`config.mk`:
```
export PLATFORM = sky130hd
export DESIGN_NAME = wb_select_stage_flat
export DESIGN_NICKNAME = d
export VERILOG_FILES = /design/src/rtl/wb_select_stage_if.sv /design/src/rtl/wb_select_stage.sv /design/src/flat_wrapper.sv
export SDC_FILE = /design/constraint.sdc
export NUM_CORES = 1
export LEC_CHECK = 0
export ABC_AREA = 1
export ABC_CLOCK_PERIOD_IN_PS = 1900
export CAP_MARGIN = 10
export CORE_ASPECT_RATIO = 1.75
export CORE_MARGIN = 4
export CORE_UTILIZATION = 40
export DETAILED_ROUTE_END_ITERATION = 10
export PLACE_DENSITY = 0.85
export SETUP_SLACK_MARGIN = 0.4
export SLEW_MARGIN = 40
export SYNTH_ARGS = -nofsm -noshare
export SYNTH_HDL_FRONTEND = slang
export SYNTH_SLANG_ARGS = --single-unit
```
`constraint.sdc`:
```
create_clock -name clk -period 1.9 [get_ports clk]
set_clock_uncertainty 0.1 [all_clocks]
set_input_delay 0.38 -clock clk [delete_from_list [all_inputs] [get_ports clk]]
set_output_delay 0.38 -clock clk [all_outputs]
set_load 0.005 [all_outputs]
```
`src/rtl/wb_select_stage_if.sv`:
```
// wb_select_stage_if
//   Groups the MEM/WB pipeline bundle entering the write-back stage and the
//   register-file write port leaving it.
//   master : drives stall/flush and the in_* bundle, observes the wb_* port
//   slave  : the write-back stage itself
//   Ports carried:
//     stall, flush, in_valid, in_alu, in_mem, in_pc4, in_imm, in_sel,
//     in_ld_size, in_ld_uns, in_addr_lo, in_rd, in_regwrite   (to stage)
//     wb_valid, wb_we, wb_rd, wb_data                         (from stage)
//     retire_cnt (only when WB_RETIRE_CNT_EN is defined)      (from stage)
//   Optional feature macro: WB_RETIRE_CNT_EN
interface wb_select_stage_if #(
  parameter int DATA_W     = 32,
  parameter int REG_ADDR_W = 5
);
  logic                  stall;
  logic                  flush;
  logic                  in_valid;
  logic [DATA_W-1:0]     in_alu;
  logic [DATA_W-1:0]     in_mem;
  logic [DATA_W-1:0]     in_pc4;
  logic [DATA_W-1:0]     in_imm;
  logic [1:0]            in_sel;
  logic [1:0]            in_ld_size;
  logic                  in_ld_uns;
  logic [2:0]            in_addr_lo;
  logic [REG_ADDR_W-1:0] in_rd;
  logic                  in_regwrite;

  logic                  wb_valid;
  logic                  wb_we;
  logic [REG_ADDR_W-1:0] wb_rd;
  logic [DATA_W-1:0]     wb_data;
`ifdef WB_RETIRE_CNT_EN
  logic [DATA_W-1:0]     retire_cnt;
`endif

  modport master (
    output stall, flush, in_valid, in_alu, in_mem, in_pc4, in_imm,
           in_sel, in_ld_size, in_ld_uns, in_addr_lo, in_rd, in_regwrite,
    input  wb_valid, wb_we, wb_rd, wb_data
`ifdef WB_RETIRE_CNT_EN
    , input retire_cnt
`endif
  );

  modport slave (
    input  stall, flush, in_valid, in_alu, in_mem, in_pc4, in_imm,
           in_sel, in_ld_size, in_ld_uns, in_addr_lo, in_rd, in_regwrite,
    output wb_valid, wb_we, wb_rd, wb_data
`ifdef WB_RETIRE_CNT_EN
    , output retire_cnt
`endif
  );
endinterface

```
`src/rtl/wb_select_stage.sv`:
```
// wb_select_stage
//   Registered write-back stage. Captures the MEM/WB bundle, selects one of
//   up to four result sources (ALU, extracted load, PC+4, upper immediate),
//   performs sub-word load lane extraction with sign/zero extension, and
//   drives the register-file write port one cycle after capture.
//   Per-edge priority: flush > stall > capture.
//   Ports:
//     clk    : clock, rising edge
//     rst_n  : asynchronous active-low reset
//     bus    : wb_select_stage_if.slave (pipeline bundle in, write port out)
//   Parameters:
//     DATA_W     : 32 or 64
//     REG_ADDR_W : register index width
//     NUM_SRC    : 2..4 sources; selects >= NUM_SRC fall back to the ALU
//   Optional feature macro: WB_RETIRE_CNT_EN
//     Adds retire_cnt, counting instructions leaving the stage
//     (wb_valid=1 and stall=0 at an edge), wrapping at all-ones.
module wb_select_stage #(
  parameter int DATA_W     = 32,
  parameter int REG_ADDR_W = 5,
  parameter int NUM_SRC    = 4
) (
  input  logic                clk,
  input  logic                rst_n,
  wb_select_stage_if.slave    bus
);

  localparam logic [1:0] SEL_ALU  = 2'd0;
  localparam logic [1:0] SEL_MEM  = 2'd1;
  localparam logic [1:0] SEL_PC4  = 2'd2;
  localparam logic [1:0] SEL_IMM  = 2'd3;

  localparam logic [1:0] SZ_BYTE  = 2'd0;
  localparam logic [1:0] SZ_HALF  = 2'd1;
  localparam logic [1:0] SZ_WORD  = 2'd2;
  localparam logic [1:0] SZ_DWORD = 2'd3;

  logic [1:0]            size_eff;
  logic [2:0]            byte_off;
  logic [5:0]            shamt;
  logic [DATA_W-1:0]     mem_shift;
  logic [DATA_W-1:0]     ld_mask;
  logic                  ld_sign;
  logic                  ld_fill;
  logic [DATA_W-1:0]     ld_data;
  logic [1:0]            sel_eff;
  logic [DATA_W-1:0]     data_d;
  logic                  we_d;

  logic                  valid_q;
  logic                  we_q;
  logic [REG_ADDR_W-1:0] rd_q;
  logic [DATA_W-1:0]     data_q;

  // A 32-bit datapath has no doubleword; treat it as a word access.
  always_comb begin
    size_eff = bus.in_ld_size;
    if (DATA_W == 32 && bus.in_ld_size == SZ_DWORD) begin
      size_eff = SZ_WORD;
    end
  end

  // Byte offset of the lane, with low bits below the access size dropped.
  always_comb begin
    byte_off = bus.in_addr_lo;
    if (DATA_W == 32) begin
      byte_off[2] = 1'b0;
    end
    case (size_eff)
      SZ_HALF:  byte_off[0]   = 1'b0;
      SZ_WORD:  byte_off[1:0] = 2'b00;
      SZ_DWORD: byte_off      = 3'b000;
      default:  ;
    endcase
  end

  assign shamt     = {byte_off, 3'b000};
  assign mem_shift = bus.in_mem >> shamt;

  // Mask keeps the extracted lane; the complement is filled with the sign
  // bit for signed loads. A full-width access yields an all-ones mask, so
  // the word passes through untouched.
  always_comb begin
    ld_mask = '1;
    ld_sign = mem_shift[DATA_W-1];
    case (size_eff)
      SZ_BYTE: begin
        ld_mask = DATA_W'(8'hFF);
        ld_sign = mem_shift[7];
      end
      SZ_HALF: begin
        ld_mask = DATA_W'(16'hFFFF);
        ld_sign = mem_shift[15];
      end
      SZ_WORD: begin
        ld_mask = DATA_W'(32'hFFFF_FFFF);
        ld_sign = mem_shift[31];
      end
      default: ;
    endcase
    ld_fill = ld_sign & ~bus.in_ld_uns;
    ld_data = (mem_shift & ld_mask) | (ld_fill ? ~ld_mask : '0);
  end

  always_comb begin
    sel_eff = bus.in_sel;
    if (int'(bus.in_sel) >= NUM_SRC) begin
      sel_eff = SEL_ALU;
    end
    data_d = bus.in_alu;
    case (sel_eff)
      SEL_MEM: data_d = ld_data;
      SEL_PC4: data_d = bus.in_pc4;
      SEL_IMM: data_d = bus.in_imm;
      default: data_d = bus.in_alu;
    endcase
  end

  // x0 is hard-wired; never enable a write to it.
  assign we_d = bus.in_valid & bus.in_regwrite & (bus.in_rd != '0);

  // Flush only kills valid/we; rd and data keep their old values.
  always_ff @(posedge clk or negedge rst_n) begin
    if (!rst_n) begin
      valid_q <= 1'b0;
      we_q    <= 1'b0;
      rd_q    <= '0;
      data_q  <= '0;
    end else if (bus.flush) begin
      valid_q <= 1'b0;
      we_q    <= 1'b0;
    end else if (!bus.stall) begin
      valid_q <= bus.in_valid;
      we_q    <= we_d;
      rd_q    <= bus.in_rd;
      data_q  <= data_d;
    end
  end

  assign bus.wb_valid = valid_q;
  assign bus.wb_we    = we_q;
  assign bus.wb_rd    = rd_q;
  assign bus.wb_data  = data_q;

`ifdef WB_RETIRE_CNT_EN
  logic [DATA_W-1:0] retire_cnt_q;

  // An instruction retires when it leaves the stage, i.e. whenever the
  // stage holds a valid instruction and is not stalled (flush included).
  always_ff @(posedge clk or negedge rst_n) begin
    if (!rst_n) begin
      retire_cnt_q <= '0;
    end else if (valid_q && !bus.stall) begin
      retire_cnt_q <= retire_cnt_q + 1'b1;
    end
  end

  assign bus.retire_cnt = retire_cnt_q;
`endif

endmodule
```
`src/flat_wrapper.sv`:
```
// flat-port wrapper written by rule: the top's interface ports become plain ports
module wb_select_stage_flat 
#(
  parameter int DATA_W     = 32,
  parameter int REG_ADDR_W = 5,
  parameter int NUM_SRC    = 4
)
  (clk, rst_n, bus_stall, bus_flush, bus_in_valid, bus_in_alu, bus_in_mem, bus_in_pc4, bus_in_imm, bus_in_sel, bus_in_ld_size, bus_in_ld_uns, bus_in_addr_lo, bus_in_rd, bus_in_regwrite, bus_wb_valid, bus_wb_we, bus_wb_rd, bus_wb_data);
  wb_select_stage_if #(.DATA_W(DATA_W), .REG_ADDR_W(REG_ADDR_W)) bus_i ();
  input  logic clk;
  input  logic rst_n;
  input wire logic [$bits(bus_i.stall)-1:0] bus_stall;
  input wire logic [$bits(bus_i.flush)-1:0] bus_flush;
  input wire logic [$bits(bus_i.in_valid)-1:0] bus_in_valid;
  input wire logic [$bits(bus_i.in_alu)-1:0] bus_in_alu;
  input wire logic [$bits(bus_i.in_mem)-1:0] bus_in_mem;
  input wire logic [$bits(bus_i.in_pc4)-1:0] bus_in_pc4;
  input wire logic [$bits(bus_i.in_imm)-1:0] bus_in_imm;
  input wire logic [$bits(bus_i.in_sel)-1:0] bus_in_sel;
  input wire logic [$bits(bus_i.in_ld_size)-1:0] bus_in_ld_size;
  input wire logic [$bits(bus_i.in_ld_uns)-1:0] bus_in_ld_uns;
  input wire logic [$bits(bus_i.in_addr_lo)-1:0] bus_in_addr_lo;
  input wire logic [$bits(bus_i.in_rd)-1:0] bus_in_rd;
  input wire logic [$bits(bus_i.in_regwrite)-1:0] bus_in_regwrite;
  output wire logic [$bits(bus_i.wb_valid)-1:0] bus_wb_valid;
  output wire logic [$bits(bus_i.wb_we)-1:0] bus_wb_we;
  output wire logic [$bits(bus_i.wb_rd)-1:0] bus_wb_rd;
  output wire logic [$bits(bus_i.wb_data)-1:0] bus_wb_data;
  assign bus_i.stall = bus_stall;
  assign bus_i.flush = bus_flush;
  assign bus_i.in_valid = bus_in_valid;
  assign bus_i.in_alu = bus_in_alu;
  assign bus_i.in_mem = bus_in_mem;
  assign bus_i.in_pc4 = bus_in_pc4;
  assign bus_i.in_imm = bus_in_imm;
  assign bus_i.in_sel = bus_in_sel;
  assign bus_i.in_ld_size = bus_in_ld_size;
  assign bus_i.in_ld_uns = bus_in_ld_uns;
  assign bus_i.in_addr_lo = bus_in_addr_lo;
  assign bus_i.in_rd = bus_in_rd;
  assign bus_i.in_regwrite = bus_in_regwrite;
  assign bus_wb_valid = bus_i.wb_valid;
  assign bus_wb_we = bus_i.wb_we;
  assign bus_wb_rd = bus_i.wb_rd;
  assign bus_wb_data = bus_i.wb_data;
  wb_select_stage #(.DATA_W(DATA_W), .REG_ADDR_W(REG_ADDR_W), .NUM_SRC(NUM_SRC)) u_core (.clk(clk), .rst_n(rst_n), .bus(bus_i));
endmodule
```
# Word-level counts from Yosys, hierarchy flattened
# Index checks and enable logic that the tools add are counted.
# totals
in_bits	147
wordCells	38
output_inout_bits	39
regBits	39
# classes
reduce_logical	5
bitwise	9
shifts	1
muxes	11
n_eq_ne	8
# ops
op	count
$pmux W32 S3	1
$pmux W32 S2	1
$and A32 B32 Y32	1
$mux W32	1
$not A32 Y32	1
$or A32 B32 Y32	1
$shr A32 B5 Y32	1
$eq A2 B2 Y1 const B	5
$mux W1	6
$reduce_bool A5 Y1	1
$eq A2 B1 Y1 const B	2
$and A1 B1 Y1	3
$not A1 Y1	3
$reduce_or A3 Y1	1
$logic_not A2 Y1	1
$mux W2	1
$ne A2 B1 Y1 const B	1
$pmux W1 S2	1
$reduce_and A2 Y1	1
$reduce_or A2 Y1	1

# Logic depth before layout (Yosys ltp)
# Gate-level depths: netlist of the first run.
# depth
word_depth	11
ltp_mapped	15
ltp_nobuf	12

# Worst setup path after synthesis of the first run
# No wires, ideal clock.
# synth_path
kind	input to register
start	in bus_in_ld_size[1]
end	reg u_core.data_q[26] (netlist: u_core.bus.wb_data[26])
path_buffers	3
slack_ps	162
path_stages	15
required_ps	1683
setup_ps	117
t_arrival_ps	1522
path_cell_list	buf_6 nor2_8 nand2_2 buf_6 nand2_1 nand3_1 nand2_1 nand2_1 nand3_2 nand2_4 buf_6 nand2_1 nand2_1 nand2_1 nand2_1
# synth_via
elab_chain_len	11
elab_cells_between_ends	19
classes_between	eq/ne (4); shift (1); mux (7); bitwise (4); reduce/logical (3)
# synth_lines
element	line_no	text
from (decl)	flat_wrapper.sv:20	input wire logic [$bits(bus_i.in_ld_size)-1:0] bus_in_ld_size;
$eq A2 B2 Y1	wb_select_stage.sv:58	if (DATA_W == 32 && bus.in_ld_size == SZ_DWORD) begin
$mux W2 *	wb_select_stage.sv:58	
$eq A2 B2 Y1 (tied with other cells)	wb_select_stage.sv:69	case (size_eff)
$reduce_or A3 Y1 (no source line) or $reduce_or A2 Y1 (tied branches)	--	
$mux W1	wb_select_stage.sv:69	
$shr A32 B5 Y32	wb_select_stage.sv:78	assign mem_shift = bus.in_mem >> shamt;
$pmux W1 S2	wb_select_stage.sv:86	case (size_eff)
$and A1 B1 Y1	wb_select_stage.sv:101	ld_fill = ld_sign & ~bus.in_ld_uns;
$mux W32	wb_select_stage.sv:102	ld_data = (mem_shift & ld_mask) | (ld_fill ? ~ld_mask : '0);
$or A32 B32 Y32 *	wb_select_stage.sv:102	
$pmux W32 S3 *	wb_select_stage.sv:111	case (sel_eff)
to (signal assigned)	wb_select_stage.sv:136	data_q <= data_d;
to (decl)	wb_select_stage.sv:53	logic [DATA_W-1:0] data_q;
# Mark *: on every way between the ends. The rest lies on a longest branch, timed or not.
# A chain may end at the register's enable or synchronous reset.

# Worst setup path in the final report of the first run
# layout_path
start	in bus_in_ld_size[0]
end	reg u_core.data_q[5] (netlist: u_core.bus.wb_data[5])
# The elaborated chain is that of the path after synthesis.

==> summary.txt, run 1 <==
GRT
  • Initial antenna violation count: 1
  • Global-route wire length before repair: between 20 and 25 mm
  • Gr usage total: 31.2%
  • Largest net degree at the start of global routing: 50
  • GRT overflow: 0
  • Vias in the first global route: roughly 4,500

Power and ir drop
  • Power Density: 556 nW/um^2
  • Worst vdd ir: 0.000775 V
  • LEAKAGE: a little under 3 nW
  • Power Total: 3.36 mW

Worst setup path
  • Crit-path slowest cell: a21oi_1
  • CP startpoint kind: input pin
  • Reg-to-reg slack, setup: 1070 ps
  • CP Capture Type: flop
  • CP Data Arrival Time: roughly 1700 ps
  • Crit-path cells: buf_8 > nor2_8 > nand2_8 > buf_12 > a21oi_1 > o21ai_0 > o211ai_1 > nand4_1 > nand2_1 > nand2_1
  • Kind of critical path: input pin to flop
  • Crit path largest cell delay: 190 ps
  • Buf+Inv Stages, Crit Path: 2
  • R2R cell count: 3
  • Reg2reg start: u_core.bus.wb_rd[1]
  • CP delay by family, top: compound AO/OA/AOI/OAI gates
  • CP dominant cell by count: nand2_1
  • Max FO, Critical Path: 17
  • Reg2reg end: u_core.bus.wb_rd[1]
  • Required @ worst endpoint: roughly 2000 ps

Drt
  • Routed vias: 4,453
  • First-iteration detailed-routing DRC count: 364
  • Avg Vias per Cell: between 5 and 6
  • DRC: 0
  • TritonRoute pass-1 iters: 6
  • WL/cell: roughly 19 um
  • Drt total wl: between 15 and 20 mm
  • DRT antenna net count: 0

Clock network
  • CTS Root Cell: clkbuf_16
  • H-tree levels: 2
  • Clock slew at reported path FFs: about 70 ps
  • CTS tree: done
  • CTS buffer count: 5
  • Clock Sinks: 39
  • Max Root-Sink Buffers: 2
  • Worst skew pair latency: ~280 ps

Cells and area
  • Share of layout cells above drive strength 1: ~23%
  • Filler cell count: roughly 470
  • Area Overhead vs Synth: 101%
  • Final-stage net count: 858
  • Final core utilization: 82.9%

STA
  • Post-layout min period: between 1500 and 2000 ps
  • Final setup vio count: 0
  • Max frequency: 619 MHz
  • Final slew viol count: 0
  • Sum Neg Setup Slack: 0 ps
  • RSZ-0062 raised after global routing: true
  • Slew headroom: 67.0%
  • Worst Max-Slew Pin Slew: about 500 ps
  • Final worst slack: roughly 280 ps
  • Final worst-path cycle share: a little under nine tenths
  • Fin. Hold Viols: 0

Logic synthesis
  • Yosys warning total: 0
  • Synthesized Nets: ~640
  • Yosys top cell by area: dfrtp_1
  • Ys flop type: dfrtp_1
  • Post-synthesis sequential area ratio: between 30% and 40%
  • Synth cell count leaders: 204 x nand2_1, 57 x nor2_1, 39 x dfrtp_1, 32 x o21ai_0, 22 x nand3_1
  • #FFs+latches synth: 39
  • Distinct cells, synth: 25
  • Number of synthesized flops with an enable pin: 0
  • Most common cell in the synthesized netlist: nand2_1
  • Average footprint of a synthesized cell: between 6 and 7 sq um
  • Ranking of synthesized cells by area: dfrtp_1 33%, nand2_1 26%, nor2_1 7.1%
  • Ys async rst share: 100%
  • Mapped Cells: 488
  • Top cell type's share of synthesized area: approximately 33%
  • Mapped cell area: between 3000 and 4000 sq um

Place
  • IO buf count: between 150 and 200
  • GP Congestion: just under 1
  • DP Wirelength: roughly 11 mm
  • Dpl ws: -482 ps

Floorplanning
  • Initial Util: 41.2%
  • Die ar.: 9010 sq um
  • FP Rows: just over 40
  • I/O pins: 186
  • DIE WIDTH: approximately 73 um
  • Die H: 123 um
  • Core box area: 7280 sq um

Outcome
  • Status: finished, final reports clean

Hold path
  • Worst Hold Class: input pin to async pin

Flow run
  • Max Cap Viol: 0
## worst max path at each step
stage	start	to	slack, ps	cells past startpoint
4_1_cts	bus_in_sel[0]	u_core.bus.wb_data[1]	400	10
3_5_place_dp	bus_in_ld_size[1]	u_core.bus.wb_data[1]	-480	12
3_3_place_gp	bus_in_ld_size[1]	u_core.bus.wb_data[1]	-440	12
2_1_floorplan	bus_in_ld_size[1]	u_core.bus.wb_data[26]	200	15
6_report	bus_in_ld_size[0]	u_core.bus.wb_data[5]	280	10
5_1_grt	bus_in_ld_size[0]	u_core.bus.wb_data[5]	220	10
## where the power goes
part | leakage (nW) | switching, mW | internal (mW) | total (mW)
registers | 0.488 | 0.0702 | 0.952 | 1.02
logic | 2.36 | 0.620 | 0.707 | 1.33
clock network | 0.0875 | 0.349 | 0.660 | 1.01
total | 2.93 | 1.04 | 2.32 | 3.36
## layout make-up
cell class                      count  area (sq um)  share of cell area, %
Antenna cell                        1          2.50                 0.0414
Clock inverter                      2          38.8                  0.642
Inverter                           34           146                   2.42
Multi-Input combinational cell    389          2220                   36.8
Sequential cell                    39           976                   16.2
Clock buffer                        6           139                   2.30
Tap cell                           86           108                   1.78
Timing Repair Buffer              242          2410                   39.8
## cells in the final DEF (no fill, tap or decap), drive strengths merged, types with 16 or more instances in the layout
master | netlist | routed
dlygate4sd2 | 0 | 44
nor2 | 58 | 58
nand2 | 207 | 209
clkdlybuf4s50 | 0 | 134
buf | 7 | 61
a21oi | 16 | 16
a221oi | 20 | 20
inv | 32 | 33
o21ai | 38 | 38
nand3 | 23 | 23
dfrtp | 39 | 39
## cell families after synthesis
family	after synthesis	share of synthesized area, %
simple gates	297	40.0
compound gates	90	18.8
flops	39	32.5
buf+inv	62	8.75
## stage by stage
stage / instance area (sq um) / hold WS (ps) / cells
floorplan: 3030 / -15.6 / 488
global placement: 5180 / 355 / 769
detailed placement: 5180 / 364 / 769
CTS: 5760 / 52.3 / 788
global route: 6040 / 80.9 / 799
finish: 6040 / 45.6 / 799
## what timing repair did
action / 4_1_cts / 5_1_grt
gates resized for setup: 136 / 65
buffers inserted: 9 / 7
hold buffers: 0 / 0
pin swaps: 26 / 27
endpoints found under the setup margin: 71 / 30
cloned: 2 / 3
## per-layer routing
layer	track usage (%)	up-vias	routed length, um
li1	-	2050	-
met3	5.74	80	1190
met1	34.4	2037	5180
met2	53.4	286	7770
met5	0	-	0
met4	20.0	0	999
## sequential cells by signal (all words and copies together) (netlist names)
name                 flops
u_core.bus.wb_valid      1
u_core.bus.wb_we         1
u_core.bus.wb_data      32
u_core.bus.wb_rd         5
## worst reg2reg max path: stages, from the launching register on
cell	delay, ps
dfrtp_1	390
buf_4	130
nand2_1	60
nand2_1	50
No activity file was read; power rests on OpenSTA's default activity.
==> inputs of run 2 (changes only) <==
- GPL_ROUTABILITY_DRIVEN: default -> 0
==> run 2 against run 1 <==
Final area is 0.68% lower. Final cell count decreased by 0.38%. Maximum frequency is 9.0% lower. Sequential power about the same. Sequential cell count stayed put. Sequential share of layout area is 0.11 points higher. Combinational power about the same. Non-clock buffer count is 2 lower. Critical endpoint is now u_core.bus.wb_data[11].
==> summary.txt, run 2 (synthesized netlist as in run 1, its figures left out) <==
Outcome
  • Status: finished, final reports clean

Clock network
  • Worst skew pair latency: 280 ps (about the same)
  • CTS buffer count: 5 (unchanged)
  • Clock Sinks: 39 (unchanged)
  • Max Root-Sink Buffers: 2 (unchanged)
  • Clock slew at reported path FFs: 60 ps (about the same)
  • CTS tree: done
  • CTS Root Cell: clkbuf_16
  • H-tree levels: 2 (unchanged)

Place
  • IO buf count: 184 (unchanged)
  • DP Wirelength: 10.4 mm (-2.1%)
  • Area post-placement: 5170 sq um (-0.19%)

STA
  • Final setup vio count: 0 (unchanged)
  • Worst Max-Slew Pin Slew: 510 ps (+14.0 ps)
  • Post-layout min period: 1780 ps (+159 ps)
  • Final slew viol count: 0 (unchanged)
  • Final worst-path cycle share: 93.4% (+8.4 points)
  • RSZ-0062 raised after global routing: true
  • Slew headroom: 66.0% (-0.93 points)
  • Sum Neg Setup Slack: 0 ps (unchanged)
  • Fin. Hold Viols: 0 (unchanged)
  • Max frequency: 563 MHz (-9.0%)

GRT
  • GRT overflow: 0 (unchanged)
  • Initial antenna violation count: 0 (-1)
  • Largest net degree at the start of global routing: 62 (+24%)
  • Global-route wire length before repair: 23.0 mm (+6.7%)
  • Vias in the first global route: 4,542 (+0.78%)
  • Gr usage total: 33.6% (+2.3 points)

Cells and area
  • Most frequent cells in the layout: 176 x nand2_1, 134 x clkdlybuf4s50_1, 51 x nor2_1
  • Filler cell count: 450 (-3.2%)
  • Ant diodes: 0 (-1)
  • Area Overhead vs Synth: 99.8%
  • Commonest non-fill, non-tap cell in the layout: nand2_1
  • Max reg flops: 32 (unchanged)
  • Share of layout cells above drive strength 1: 21.4% (-1.8 points)
  • Cell area after layout: 6000 sq um (-0.68%)
  • Final-stage net count: 856 (-0.23%)

Drt
  • Drt total wl: 16.3 mm (+7.6%)
  • Met3 WL: 1.43 mm (+20%)
  • DRT antenna net count: 0 (unchanged)
  • Avg Vias per Cell: 5.70 (+2.3%)
  • Routed vias: 4,538 (+1.9%)
  • Met2 wire length: 8.43 mm (+8.6%)
  • Metal-1 WL: 5.18 mm (+0.15%)
  • WL/cell: 20.4 um (+8.0%)
  • First-iteration detailed-routing DRC count: 461 (+27%)
  • DRC: 0 (unchanged)
  • Top Layer Used: met4
  • TritonRoute pass-1 iters: 5 (-1)

Worst setup path
  • CP startpoint kind: input pin
  • CP Data Arrival Time: 1890 ps (+190 ps)
  • CP Capture Type: flop
  • Max FO, Critical Path: 17 (unchanged)
  • Required @ worst endpoint: 2020 ps (+30 ps)
  • Kind of critical path: input pin to flop

Floorplanning
  • FP Rows: 41 (unchanged)
  • Die H: 123 um (unchanged)
  • I/O pins: 186 (unchanged)
  • Initial Util: 41.2% (unchanged)
  • Die ar.: 9010 sq um (unchanged)
  • DIE WIDTH: 73.5 um (unchanged)
  • Core box area: 7280 sq um (unchanged)

Power and ir drop
  • Power Density: 563 nW/um^2 (+1.4%)
  • LEAKAGE: 2.93 nW (-0.11%)
  • Worst vdd ir: 0.000528 V (-32%)

Hold path
  • Worst Hold Class: input pin to async pin

Flow run
  • Max Cap Viol: 0 (unchanged)
==> run 2: cell types whose count changed in the layout (fill, tap and decap cells not counted), moves of 5 or more <==
| cell | previous run | this run |
|---|---|---|
| a221oi_1 | 3 | 8 |
| nand2_2 | 15 | 21 |
| o21ai_0 | 15 | 27 |
| nand2_1 | 183 | 176 |
| buf_12 | 12 | 7 |
| a221oi_2 | 15 | 10 |
| o21ai_1 | 19 | 11 |
==> run 2: worst max-delay path, stage by stage <==
cell and delay [ps]:
buf_8 110, nor2_8 150, nand2_4 100, buf_4 200
nand2_1 60, o21ai_0 70, o21bai_1 390, nand3_1 200
nand2_1 100, nand2_1 50, nand2_1 60
==> run 2: power by group <==
group	switching, mW	internal, mW	total [mW]
Clock	0.350	0.660	1.01
Combinational	0.637	0.707	1.34
Sequential	0.0736	0.952	1.03
Total	1.06	2.32	3.38
==> run 2: per-layer routing <==
| metal | up-vias | track usage, % |
|---|---|---|
| li1 | 2039 | - |
| met1 | 2067 | 35.1 |
| met2 | 326 | 58.7 |
| met3 | 106 | 7.30 |
| met4 | 0 | 21.3 |
| met5 | - | 0 |
==> run 2: cell type report <==
cell class | count | area, sq um | share of cell area, %
Clock buffer | 6 | 139 | 2.31
Sequential cell | 39 | 976 | 16.3
Tap cell | 86 | 108 | 1.79
Timing Repair Buffer | 240 | 2400 | 40.1
Clock inverter | 2 | 38.8 | 0.647
Multi-Input combinational cell | 389 | 2180 | 36.3
Inverter | 34 | 155 | 2.59
==> run 2: path summary, 6_finish.rpt <==
kind	cells past startpoint	from	end	slack [ps]
min in group clk	2	u_core.bus.wb_rd[2]	u_core.bus.wb_rd[2]	370
setup / recovery	11	bus_in_ld_size[0]	u_core.bus.wb_data[11]	120
max in group asynchronous	2	rst_n	u_core.bus.wb_data[10]	1280
hold / removal	2	rst_n	u_core.bus.wb_data[29]	60
hold reg to reg	2	u_core.bus.wb_rd[2]	u_core.bus.wb_rd[2]	370
setup reg to reg	3	u_core.bus.wb_valid	u_core.bus.wb_valid	1040
==> run 2: timing repair <==
action | CTS | global route
hold buffers | 0 | 0
buffers inserted | 14 | 1
endpoints found under the setup margin | 71 | 32
pin swaps | 24 | 32
hold endpoints to repair | 0 | 0
cloned | 6 | 1
resized for setup | 127 | 51
==> run 2: per-stage QoR <==
step / util, % / hold WS (ps) / power [mW] / setup WS (ps) / std cells
finish: 82.4 / 62.9 / 3.38 / 125 / 796
global route: 82.4 / 100 / 3.52 / 99.7 / 796
CTS: 79.3 / 72.6 / 3.27 / 387 / 794
detailed placement: 70.9 / 360 / 2.21 / -474 / 766
global placement: 70.9 / 354 / 2.19 / -415 / 766
floorplan: - / -15.6 / 1.44 / 196 / 488
